**src/rtl/adj_button_ctrl.sv**
```systemverilog
// adj_button_ctrl: synchronise, debounce and strobe the time-adjust buttons.
// Define ADJ_BUTTON_AUTO_REPEAT_EN to make a held button keep stepping.
module adj_button_ctrl #(
  parameter int NUM_BTN        = 3,
  parameter int SAMPLE_DIV     = 16,
  parameter int STABLE_SAMPLES = 4,
  parameter int REPEAT_DELAY   = 32,
  parameter int REPEAT_RATE    = 8
) (
  input  logic               clk,
  input  logic               reset,
  input  logic [NUM_BTN-1:0] btn_in,
  output logic [NUM_BTN-1:0] btn_level,
  output logic [NUM_BTN-1:0] btn_pulse,
  output logic               sample_tick
);

  localparam int PW = $clog2(SAMPLE_DIV) + 1;
  localparam int SW = $clog2(STABLE_SAMPLES) + 1;

`ifdef ADJ_BUTTON_AUTO_REPEAT_EN
  localparam int REP_MAX =
    (REPEAT_DELAY > REPEAT_RATE) ? REPEAT_DELAY : REPEAT_RATE;
  localparam int RW = $clog2(REP_MAX) + 1;

  typedef enum logic [1:0] {
    IDLE   = 2'd0,
    DELAY  = 2'd1,
    REPEAT = 2'd2
  } st_t;
`else
  typedef enum logic {
    IDLE = 1'b0,
    HELD = 1'b1
  } st_t;
`endif

  if (NUM_BTN < 1 || SAMPLE_DIV < 2 || STABLE_SAMPLES < 1 ||
      REPEAT_DELAY < 1 || REPEAT_RATE < 1) begin : g_bad_param
    $error("adj_button_ctrl: illegal parameter value");
  end

  logic [PW-1:0]      pre_cnt;
  logic [NUM_BTN-1:0] meta;
  logic [NUM_BTN-1:0] sync;

  always_ff @(posedge clk or posedge reset) begin
    if (reset) begin
      pre_cnt     <= '0;
      sample_tick <= 1'b0;
    end else begin
      sample_tick <= (pre_cnt == PW'(SAMPLE_DIV - 1));
      if (pre_cnt == PW'(SAMPLE_DIV - 1))
        pre_cnt <= '0;
      else
        pre_cnt <= pre_cnt + PW'(1);
    end
  end

  always_ff @(posedge clk or posedge reset) begin
    if (reset) begin
      meta <= '0;
      sync <= '0;
    end else begin
      meta <= btn_in;
      sync <= meta;
    end
  end

  for (genvar g = 0; g < NUM_BTN; g++) begin : g_ch
    logic [SW-1:0] stab_cnt;
    logic          level_q;
    logic          flip;
    logic          lvl_d;
    logic          pulse_q;
    logic          pulse_nxt;
    st_t           state;
    st_t           state_nxt;

    // lvl_d is the level as it will be after this tick, so the first
    // pulse lands in the same cycle the debounced level rises.
    assign flip  = sample_tick && (sync[g] != level_q) &&
                   (stab_cnt == SW'(STABLE_SAMPLES - 1));
    assign lvl_d = level_q ^ flip;

    assign btn_level[g] = level_q;
    assign btn_pulse[g] = pulse_q;

    always_ff @(posedge clk or posedge reset) begin
      if (reset) begin
        stab_cnt <= '0;
        level_q  <= 1'b0;
      end else if (sample_tick) begin
        if (sync[g] == level_q || flip)
          stab_cnt <= '0;
        else
          stab_cnt <= stab_cnt + SW'(1);
        level_q <= lvl_d;
      end
    end

`ifdef ADJ_BUTTON_AUTO_REPEAT_EN
    logic [RW-1:0] rep_cnt;
    logic [RW-1:0] rep_nxt;

    always_ff @(posedge clk or posedge reset) begin
      if (reset) begin
        state   <= IDLE;
        rep_cnt <= '0;
        pulse_q <= 1'b0;
      end else begin
        state   <= state_nxt;
        rep_cnt <= rep_nxt;
        pulse_q <= pulse_nxt;
      end
    end

    always_comb begin
      state_nxt = state;
      rep_nxt   = rep_cnt;
      if (sample_tick) begin
        if (!lvl_d) begin
          state_nxt = IDLE;
          rep_nxt   = '0;
        end else begin
          unique case (state)
            IDLE: begin
              state_nxt = DELAY;
              rep_nxt   = '0;
            end
            DELAY: begin
              if (rep_cnt == RW'(REPEAT_DELAY - 1)) begin
                state_nxt = REPEAT;
                rep_nxt   = '0;
              end else begin
                rep_nxt = rep_cnt + RW'(1);
              end
            end
            REPEAT: begin
              if (rep_cnt == RW'(REPEAT_RATE - 1))
                rep_nxt = '0;
              else
                rep_nxt = rep_cnt + RW'(1);
            end
            default: begin
              state_nxt = IDLE;
              rep_nxt   = '0;
            end
          endcase
        end
      end
    end

    always_comb begin
      pulse_nxt = 1'b0;
      if (sample_tick && lvl_d) begin
        unique case (state)
          IDLE:    pulse_nxt = 1'b1;
          DELAY:   pulse_nxt = (rep_cnt == RW'(REPEAT_DELAY - 1));
          REPEAT:  pulse_nxt = (rep_cnt == RW'(REPEAT_RATE - 1));
          default: pulse_nxt = 1'b0;
        endcase
      end
    end
`else
    always_ff @(posedge clk or posedge reset) begin
      if (reset) begin
        state   <= IDLE;
        pulse_q <= 1'b0;
      end else begin
        state   <= state_nxt;
        pulse_q <= pulse_nxt;
      end
    end

    always_comb begin
      state_nxt = state;
      if (sample_tick)
        state_nxt = lvl_d ? HELD : IDLE;
    end

    always_comb begin
      pulse_nxt = 1'b0;
      if (sample_tick && lvl_d && state == IDLE)
        pulse_nxt = 1'b1;
    end
`endif
  end

endmodule
```
**config.mk**
```make
export PLATFORM = sky130hd
export DESIGN_NAME = adj_button_ctrl
export DESIGN_NICKNAME = d
export VERILOG_FILES = /design/src/rtl/adj_button_ctrl.sv
export SDC_FILE = /design/constraint.sdc
export NUM_CORES = 1
export LEC_CHECK = 0
export ABC_AREA = 1
export BUFFER_PORTS_ARGS = -buffer_cell sky130_fd_sc_hd__buf_2
export CORE_ASPECT_RATIO = 0.5
export CORE_MARGIN = 2
export CORE_UTILIZATION = 45
export DETAILED_ROUTE_END_ITERATION = 10
export PLACE_DENSITY_LB_ADDON = 0.12
export SYNTH_ARGS = -nofsm -noshare
export SYNTH_HDL_FRONTEND = slang
export SYNTH_SLANG_ARGS = --single-unit
```
**constraint.sdc**
```tcl
create_clock -name clk -period 2.1 [get_ports clk]
set_input_delay 0.21 -clock clk [delete_from_list [all_inputs] [get_ports clk]]
set_output_delay 0.21 -clock clk [all_outputs]
set_load 0.05 [all_outputs]
```
==> reports/qor.yml <==
pwr:
  seqPwrFrac_pct: 60.8
  leakage_nw: 0.7269
  irDropWorstVdd_v: 0.0002849
  combinationalPowerShare_pct: 5.6
  power.switching_mw: 0.2095
  power.density_nw_per_um2: 695.6
  p_sw_share_pct: 23.34
  p_clk_share_pct: 33.6
  internal_power_mw: 0.6879
global_route:
  grt_pass1_vias: 690
  grt_overflow: 0
  grt_max_degree: 18
  grtUsageTotal_pct: 14.55
  antenna_found_initial: 0
  grt_pass1_wl_um: 3132
logic_synthesis:
  synthDistinctLibCells: 13
  synth_top_area_share_pct: 57.32
  ys_ff_latch: 27
  synth_area_leaders: "dfrtp_1 (57%), nand2_1 (12%), ha_1 (7.4%), inv_1 (5.7%), nand3_1 (4.7%)"
  synth_top_area_cell: "dfrtp_1"
  syn-num-nets: 140
  ys_warn_count: 0
  syn_area_um2: 1179
  yosysSeqAreaShare_pct: 57.32
  netlist_instances: 128
  avgSynthCellArea_um2: 9.208
critical_path:
  arrival_ns: 1.13
  critPathLaunchType: "register"
  crit_start: "sample_tick$_DFF_PP0_"
  cp_top_family: "flip-flops"
  crit_chain: "buf_2"
  critPathMaxStageDelay_ns: 0.53
  cp_data_required_time_ns: 1.89
  critPathBufInv: 1
  cp-end-kind: "output port"
  crit_type: "register to output port"
  crit_slowest_cell: "dfrtp_1"
  timing.rr.start: "g_ch[1].stab_cnt[0]$_DFFE_PP0P_"
  critPathMaxFanout: 8
timing:
  drv_slew: 0
  tightestPinTransition_ns: 0.4102
  grt_setup_unrepaired: "no"
  period_needed_ns: 1.343
  fin_crit_sh_pct: 63.97
  tns_ns: 0
  hold_violations: 0
  setup_ws_ns: 0.7566
  setup_violations: 0
  fmax_mhz: 744.4
  max_slew_margin_pct: 72.62
  clock_skew_ns: 0.007351
clocking:
  cts_root_buf: "clkbuf_8"
  cts_buffer_depth: 2
  tritoncts: "built"
  cts.reportedPaths.clkPinSlew_ns: 0.10
  postCtsSetupBuffers: 0
  h-tree-depth: 1
  clk_latency_ns: 0.28
  cts-buffers-inserted: 3
  cts.sinks: 27
route:
  wl_per_cell_um: 10.10
  dr.pass1.iters: 5
  via_per_inst: 4.429
  drc: 0
  drt_iter0_drc: 42
  via_count: 775
  drtAntennaViolNets: 0
  wl_um: 1767
place:
  dp_slack_ns: 0.9061
  globalplace.congestion: 0.7335
  port_buffers: 11
  place_hpwl_um: 1219
run_status:
  status: "finished, final reports clean"
cells_and_area:
  synthToLayoutAreaGrowth_pct: 9.448
  drive_gt1_share_pct: 13.04
  layout_common_cells: "nand2_1 (39), dfrtp_1 (27), inv_1 (18)"
  final_common_cell: "nand2_1"
  diodes: 0
  nets: 151
floorplan:
  die-width_um: 76.38
  ioPinCount: 12
  start_util_pct: 46.45
  rows: 13
  die-height_um: 40.19
  coreArea_um2: 2537
  die-area_um2: 3070
hold_path:
  hold_class: "input port to register"
  hp-start: "btn_in[2]"
job:
  cap_violations: 0
## stage by stage
stage / instances / total power [mW] / hold slack, ns / utilization [%] / area [um^2]
floorplan: 128 / 0.5926 / 0.2414 / - / 1179
global placement: 170 / 0.6046 / 0.2125 / 48.52 / 1231
detailed placement: 170 / 0.6068 / 0.2206 / 48.52 / 1231
CTS: 175 / 0.9167 / 0.01703 / 50.84 / 1290
global route: 175 / 0.9529 / 0.01149 / 50.84 / 1290
finish: 175 / 0.8974 / 0.02694 / 50.84 / 1290
## area by class of cell
cell class,count,area [um^2]
well taps,37,46.29
flip-flops and latches,27,675.6
inverters,19,71.32
fillers,251,1247
multi-input cells,75,375.4
clock buffers,3,41.29
clock inverters,1,7.507
repair buffers,13,72.57
## repair_timing
action | CTS | global route
resized for setup | 0 | 0
hold endpoints to repair | 10 | 0
hold buffers | 1 | 0
## final timing paths
path | slack [ns] | endpoint | cells past startpoint
hold reg to reg | 0.36 | sync[0]$_DFF_PP0_ | 0
setup / recovery | 0.76 | sample_tick | 1
hold / removal | 0.03 | meta[2]$_DFF_PP0_ | 1
min in group asynchronous | 0.45 | meta[1]$_DFF_PP0_ | 3
max in group asynchronous | 1.08 | g_ch[0].level_q$_DFFE_PP0P_ | 4
setup reg to reg | 0.89 | g_ch[1].stab_cnt[2]$_DFFE_PP0P_ | 5
## registers in the layout, summed over array words and instances (netlist names)
register,cells
sample_tick,1
g_ch.level_q,3
sync,3
g_ch.stab_cnt,9
g_ch.pulse_q,3
pre_cnt,5
meta,3
## cells in the mapped netlist
master / n
buf_6: 1
xor2_1: 1
ha_1: 7
nand3_1: 11
nor2_1: 12
buf_4: 6
dfrtp_1: 27
inv_2: 1
o21ai_0: 3
nand2_1: 39
nor2_4: 1
nand4_1: 1
inv_1: 18
## kinds of logic (layout without fill, tap and decap cells)
| kind of cell | count (synthesis) | after routing | synth area share [%] |
|---|---|---|---|
| AND/OR/NAND/NOR | 64 | 64 | 22.40 |
| flip-flops | 27 | 27 | 57.33 |
| buffers and inverters | 26 | 36 | 10.83 |
| AO/OA/AOI/OAI | 3 | 3 | 1.274 |
| XOR/XNOR | 1 | 1 | 0.7432 |
| adder cells (fa/ha/maj) | 7 | 7 | 7.431 |
## power groups by stage
stage / Clock, mW / Sequential, mW / Combinational, mW
2_1_floorplan: 0 / 0.554 / 0.0385
3_3_place_gp: 0 / 0.555 / 0.0491
3_5_place_dp: 0 / 0.556 / 0.0504
4_1_cts: 0.319 / 0.546 / 0.0521
5_1_grt: 0.344 / 0.549 / 0.0600
6_report: 0.301 / 0.546 / 0.0503
## per-layer routing
metal	part of all wire [%]	vias to the layer above	track usage (%)
met5	0	-	0
met4	2.3	0	8.182
met3	4.9	6	5.405
met2	40	10	23.01
met1	53	356	18.10
li1	-	403	-
(Power assumes the default switching activity.)
